## src/rtl/instr_seq_pkg.sv

```systemverilog
// instr_seq_pkg: shared state encodings, control subopcodes and instruction field positions.
package instr_seq_pkg;
  localparam logic [2:0] ST_IDLE   = 3'd0;
  localparam logic [2:0] ST_FETCH  = 3'd1;
  localparam logic [2:0] ST_DECODE = 3'd2;
  localparam logic [2:0] ST_EXEC   = 3'd3;
  localparam logic [2:0] ST_WB     = 3'd4;
  localparam logic [2:0] ST_HALT   = 3'd5;
  typedef enum logic [2:0] {
    S_IDLE   = ST_IDLE,
    S_FETCH  = ST_FETCH,
    S_DECODE = ST_DECODE,
    S_EXEC   = ST_EXEC,
    S_WB     = ST_WB,
    S_HALT   = ST_HALT
  } state_e;
  localparam logic [2:0] SUB_LDI   = 3'b000;
  localparam logic [2:0] SUB_JMP   = 3'b001;
  localparam logic [2:0] SUB_BZ    = 3'b010;
  localparam logic [2:0] SUB_HALT  = 3'b011;
  localparam logic [2:0] ALU_PASSB = 3'b111;
  localparam int CTRL_BIT = 15;
  localparam int OP_MSB   = 14;
  localparam int DST_MSB  = 11;
  localparam int SRCA_MSB = 7;
  localparam int SRCB_MSB = 3;
  localparam int IMM_MSB  = 7;
endpackage

```

## src/rtl/instr_field_decode.sv

```systemverilog
// instr_field_decode: splits a 16-bit instruction into its class flags and operand fields.
module instr_field_decode
  import instr_seq_pkg::*;
(
  input  logic [15:0] ir_i,
  output logic        is_alu_o,
  output logic        is_ldi_o,
  output logic        is_jmp_o,
  output logic        is_bz_o,
  output logic        is_halt_o,
  output logic [2:0]  op_o,
  output logic [3:0]  dst_o,
  output logic [3:0]  src_a_o,
  output logic [3:0]  src_b_o,
  output logic [7:0]  imm_o
);
  always_comb begin
    op_o      = ir_i[OP_MSB -: 3];
    dst_o     = ir_i[DST_MSB -: 4];
    src_a_o   = ir_i[SRCA_MSB -: 4];
    src_b_o   = ir_i[SRCB_MSB -: 4];
    imm_o     = ir_i[IMM_MSB -: 8];
    is_alu_o  = !ir_i[CTRL_BIT];
    is_ldi_o  = ir_i[CTRL_BIT] && (op_o == SUB_LDI);
    is_jmp_o  = ir_i[CTRL_BIT] && (op_o == SUB_JMP);
    is_bz_o   = ir_i[CTRL_BIT] && (op_o == SUB_BZ);
    is_halt_o = ir_i[CTRL_BIT] && (op_o == SUB_HALT);
  end
endmodule

```

## src/rtl/instr_sequencer.sv

```systemverilog
// instr_sequencer: FETCH/DECODE/EXEC/WB control unit driving register file and ALU from a ROM.
module instr_sequencer
  import instr_seq_pkg::*;
#(
  parameter int                   PC_WIDTH = 8,
  parameter logic [PC_WIDTH-1:0]  RESET_PC = '0
) (
  input  logic                clock,
  input  logic                reset,
  input  logic                start,
  input  logic [15:0]         instruction,
  input  logic                zero_flag,
  output logic [PC_WIDTH-1:0] pc,
  output logic [3:0]          sel_a,
  output logic [3:0]          sel_b,
  output logic [3:0]          sel_write,
  output logic                write_en,
  output logic [2:0]          alu_op,
  output logic                imm_sel,
  output logic [7:0]          imm,
  output logic                busy,
  output logic                halted
);
  state_e              state_q, state_d;
  logic [PC_WIDTH-1:0] pc_q, pc_d;
  logic [15:0]         ir_q, ir_d;
  logic                is_alu, is_ldi, is_jmp, is_bz, is_halt, issue;
  logic [2:0]          op;
  logic [3:0]          dst, src_a, src_b;
  logic [7:0]          imm_f;
  logic [PC_WIDTH-1:0] pc_inc, target;
  instr_field_decode u_dec (
    .ir_i      (ir_q),
    .is_alu_o  (is_alu),
    .is_ldi_o  (is_ldi),
    .is_jmp_o  (is_jmp),
    .is_bz_o   (is_bz),
    .is_halt_o (is_halt),
    .op_o      (op),
    .dst_o     (dst),
    .src_a_o   (src_a),
    .src_b_o   (src_b),
    .imm_o     (imm_f)
  );
  always_ff @(posedge clock or negedge reset) begin
    if (!reset) begin
      state_q <= S_IDLE;
      pc_q    <= RESET_PC;
      ir_q    <= '0;
    end else begin
      state_q <= state_d;
      pc_q    <= pc_d;
      ir_q    <= ir_d;
    end
  end
  assign pc_inc = pc_q + PC_WIDTH'(1);
  assign target = PC_WIDTH'(imm_f);
  always_comb begin
    state_d = state_q;
    pc_d    = pc_q;
    ir_d    = ir_q;
    unique case (state_q)
      S_IDLE, S_HALT: begin
        state_d = start ? S_FETCH : state_q;
        pc_d    = start ? RESET_PC : pc_q;
      end
      S_FETCH: begin
        ir_d    = instruction;
        state_d = S_DECODE;
      end
      S_DECODE: begin
        state_d = (is_alu || is_ldi) ? S_EXEC : is_halt ? S_HALT : S_FETCH;
        pc_d    = (is_alu || is_ldi || is_halt) ? pc_q
                : (is_jmp || (is_bz && zero_flag)) ? target : pc_inc;
      end
      S_EXEC: state_d = S_WB;
      S_WB: begin
        state_d = S_FETCH;
        pc_d    = pc_inc;
      end
      default: state_d = S_IDLE;
    endcase
  end
  // ALU/LDI operands stay on the bus from DECODE through WB so reads settle before the write.
  assign issue     = (state_q == S_DECODE || state_q == S_EXEC || state_q == S_WB) && (is_alu || is_ldi);
  assign pc        = pc_q;
  assign sel_a     = (issue && is_alu) ? src_a : 4'd0;
  assign sel_b     = (issue && is_alu) ? src_b : 4'd0;
  assign alu_op    = issue ? (is_ldi ? ALU_PASSB : op) : 3'd0;
  assign imm_sel   = issue && is_ldi;
  assign imm       = (issue && is_ldi) ? imm_f : 8'd0;
  assign write_en  = (state_q == S_WB);
  assign sel_write = write_en ? dst : 4'd0;
  assign busy      = (state_q != S_IDLE) && (state_q != S_HALT);
  assign halted    = (state_q == S_HALT);
endmodule

```

## config.mk

```make
export PLATFORM = sky130hd
export DESIGN_NAME = instr_sequencer
export DESIGN_NICKNAME = d
export VERILOG_FILES = /design/src/rtl/instr_seq_pkg.sv /design/src/rtl/instr_field_decode.sv /design/src/rtl/instr_sequencer.sv
export SDC_FILE = /design/constraint.sdc
export NUM_CORES = 1
export LEC_CHECK = 0
export CORE_UTILIZATION = 38
export CTS_CLUSTER_SIZE = 20
export DETAILED_ROUTE_END_ITERATION = 16
export HOLD_SLACK_MARGIN = 0.03
export PLACE_DENSITY_LB_ADDON = 0.2
export SLEW_MARGIN = 10
export SYNTH_ARGS = -nofsm -noshare
export SYNTH_HDL_FRONTEND = slang
export SYNTH_SLANG_ARGS = --single-unit
```

## constraint.sdc

```tcl
create_clock -name clock -period 4.5 [get_ports clock]
set_clock_uncertainty 0.1 [all_clocks]
set_input_delay 0.45 -clock clock [delete_from_list [all_inputs] [get_ports clock]]
set_output_delay 0.45 -clock clock [all_outputs]
set_load 0.01 [all_outputs]
```

==> flow_metrics.py <==
metrics = {
    "global_routing": {
        "grt_pass1_vias": 1439,
        "grt_max_degree": 28,
        "grt_pass1_wl_mm": 7.058,
        "grtUsageTotal": 0.2057,
        "antenna_found_initial": 0,
        "gr-total-overflow": 0,
    },
    "cts": {
        "clk_latency_ns": 0.28,
        "cts_root_buffer": "clkbuf_8",
        "cts_tree": "yes",
        "htreeDepth": 1,
        "clock_sinks": 27,
        "cts.clk_slew.worst_paths_ns": 0.10,
        "cts_resized": 0,
        "post_cts_buffers": 0,
        "cts_buffer_depth": 2,
        "numCtsBuffers": 3,
        "hold_buffers": 0,
    },
    "pwr": {
        "clkPwrFrac": 0.101,
        "netSwitchingFraction": 0.4128,
        "peakVddDrop_uv": 248.7,
        "power_frac_comb": 0.537,
        "leakagePower_nw": 0.9019,
        "powerDensity_nw_per_um2": 616.3,
        "p_int_mw": 0.8223,
        "switchingPower_mw": 0.5781,
        "seqPwrFrac": 0.362,
    },
    "critical_path": {
        "crit_fanout": 8,
        "path_cells": "nand2b_1 > nor2_2 > nor2b_1 > nor2_1 > and2_1 > clkdlybuf4s50_1",
        "cp-start-kind": "flop",
        "worst-setup-path-type": "flop to output port",
        "critPathSlowestCell": "clkdlybuf4s50_1",
        "cpPeakStageDelay_ns": 0.54,
        "endpoint_kind": "output port",
        "cp.arrival_ns": 2.69,
        "required_ns": 3.95,
    },
    "route": {
        "dr_wl_met2_mm": 1.948,
        "drt_iter0_markers": 67,
        "via_count": 1445,
        "highest_layer": "met4",
        "detail-route-antenna-nets": 0,
        "routedWlPerCell_um": 15.83,
        "route.met3.wl_um": 212,
        "drt_wl_total_mm": 4.132,
        "routed_via_density": 5.536,
        "wl_met1_mm": 1.888,
        "post-route-drc-count": 0,
        "first_pass_iters": 4,
    },
    "synth": {
        "syn_nets": 178,
        "syn_area_um2": 1648,
        "synth_most_common_cell": "dfrtp_1",
        "yosysWarnings": 0,
        "avgSynthCellArea_um2": 10.50,
        "synth-edff-count": 0,
        "synthTopCellsByArea": "dfrtp_1 (41%), mux2_2 (12%), and2_1 (6.1%), nand2b_1 (2.3%), nor2_1 (2.3%)",
        "ys_ff_latch": 27,
        "ys.flop_type": "dfrtp_1",
        "yosysSeqAreaShare": 0.4100,
        "postSynthCellCount": 157,
        "synth.distinct_cells": 54,
        "synthTopCellsByCount": "dfrtp_1 (27), mux2_2 (17), and2_1 (16)",
        "async_flop_share": 1.000,
        "yosysTopAreaCellShare": 0.4100,
        "synth_top_cell_by_area": "dfrtp_1",
    },
    "layout": {
        "nNetsFinal": 233,
        "layout-drive-gt1-share": 0.1943,
        "layout.cells.non_filler": 261,
        "area_delta_synth_final_pct": 37.89,
        "antennaDiodeCount": 0,
    },
    "timing": {
        "grt_setup_unrepaired": "no",
        "min_period_ns": 3.238,
        "hold_viol": 0,
        "slew_headroom": 0.6480,
        "finalSetupViolations": 0,
        "fin_tns_setup_ns": 0,
        "fmax_mhz": 308.8,
        "period_share": 0.7197,
        "post-route-worst-setup-slack_ns": 1.262,
        "worst_pin_slew_ns": 0.5279,
        "slew_violations": 0,
    },
    "die": {
        "dieArea_um2": 4604,
        "fp-row-count": 23,
        "core_area_um2": 4086,
        "start_util": 0.4032,
        "die_w_um": 67.85,
        "io_pins": 55,
        "die_h_um": 67.85,
    },
    "status": {
        "status": "complete, no violations",
    },
    "flow_run": {
        "cap_viol_max_count": 0,
    },
    "placed_design": {
        "dp_slack_ns": 1.555,
        "dp.cells": 257,
        "io_buffers": 54,
        "gp_congestion": 0.8402,
        "dp_hpwl_mm": 3.029,
    },
    "hold_path": {
        "hold_class": "flop to flop",
    },
}
[through the flow]
step / utilization / hold WS [ns] / total power, mW / cell area (um2)
global placement: 0.5447 / 0.3849 / 1.238 / 2226
detailed placement: 0.5447 / 0.3930 / 1.261 / 2226
finish: 0.5560 / 0.4162 / 1.400 / 2272
global route: 0.5560 / 0.4434 / 1.506 / 2272
CTS: 0.5560 / 0.4166 / 1.408 / 2272
floorplan: - / 0.05441 / 0.9796 / 1648
[final timing paths]
path                            start       end  slack, ns  cells past startpoint
setup / recovery           state_q[1]  sel_b[1]       1.26                      6
setup reg to reg           state_q[0]     pc[4]       2.41                      5
hold reg to reg               ir_q[9]   ir_q[9]       0.42                      1
min in group asynchronous       reset  ir_q[15]       0.44                      2
max in group asynchronous       reset     pc[0]       3.59                      2
hold / removal                ir_q[9]   ir_q[9]       0.42                      1
[worst max-delay path, delay by kind of cell (launching register included)]
kind                   cells  cell delay (ns)
flip-flops                 1             0.48
AND/OR/NAND/NOR            5             1.39
buffers and inverters      1             0.54
[cell families (layout without fill, tap and decap cells)]
group	after synthesis	in the layout	share of synthesized area
and+or+nand+nor	65	65	0.2438
AOI/OAI and AO/OA	34	34	0.1716
DFF	27	27	0.4100
muxes	17	17	0.1162
buffers and inverters	10	64	0.03340
adders and majority gates	2	2	0.01443
xor gates and xnor gates	2	2	0.01063
[power groups by stage]
stage	sequential [mW]	combinational [mW]	clock (mW)
2_1_floorplan	0.443	0.536	0
5_1_grt	0.530	0.823	0.154
3_3_place_gp	0.501	0.737	0
3_5_place_dp	0.508	0.753	0
4_1_cts	0.506	0.757	0.145
6_report	0.507	0.752	0.142
[state kept, by name, indices dropped and copies added (netlist names)]
register and cells:
pc 8, ir_q 16, state_q 3
[layer usage]
| metal | vias to the layer above | GRT usage |
|---|---|---|
| met2 | 51 | 0.3342 |
| met5 | - | 0 |
| met3 | 8 | 0.02833 |
| met4 | 0 | 0.08594 |
| li1 | 683 | - |
| met1 | 703 | 0.2739 |
[area by class of cell]
class | instances | area, um2
clock buffer | 3 | 41.29
clock inverter | 1 | 5.005
fill | 351 | 1814
inverter | 4 | 15.01
multi-input combinational | 120 | 917.1
sequential | 27 | 675.6
tap | 50 | 62.56
timing repair buffer | 56 | 555.5
[cell usage in the layout, fill, tap and decap left out, drive strengths merged, types with 3 or more instances in the layout]
master,instances
nand2,9
nand2b,8
nand3,3
mux2,17
dfrtp,27
clkdlybuf4s50,54
a21oi,7
nor2,13
clkbuf,3
inv,4
and2,16
o21ai,4
and3,5
(Power assumes the default switching activity.)
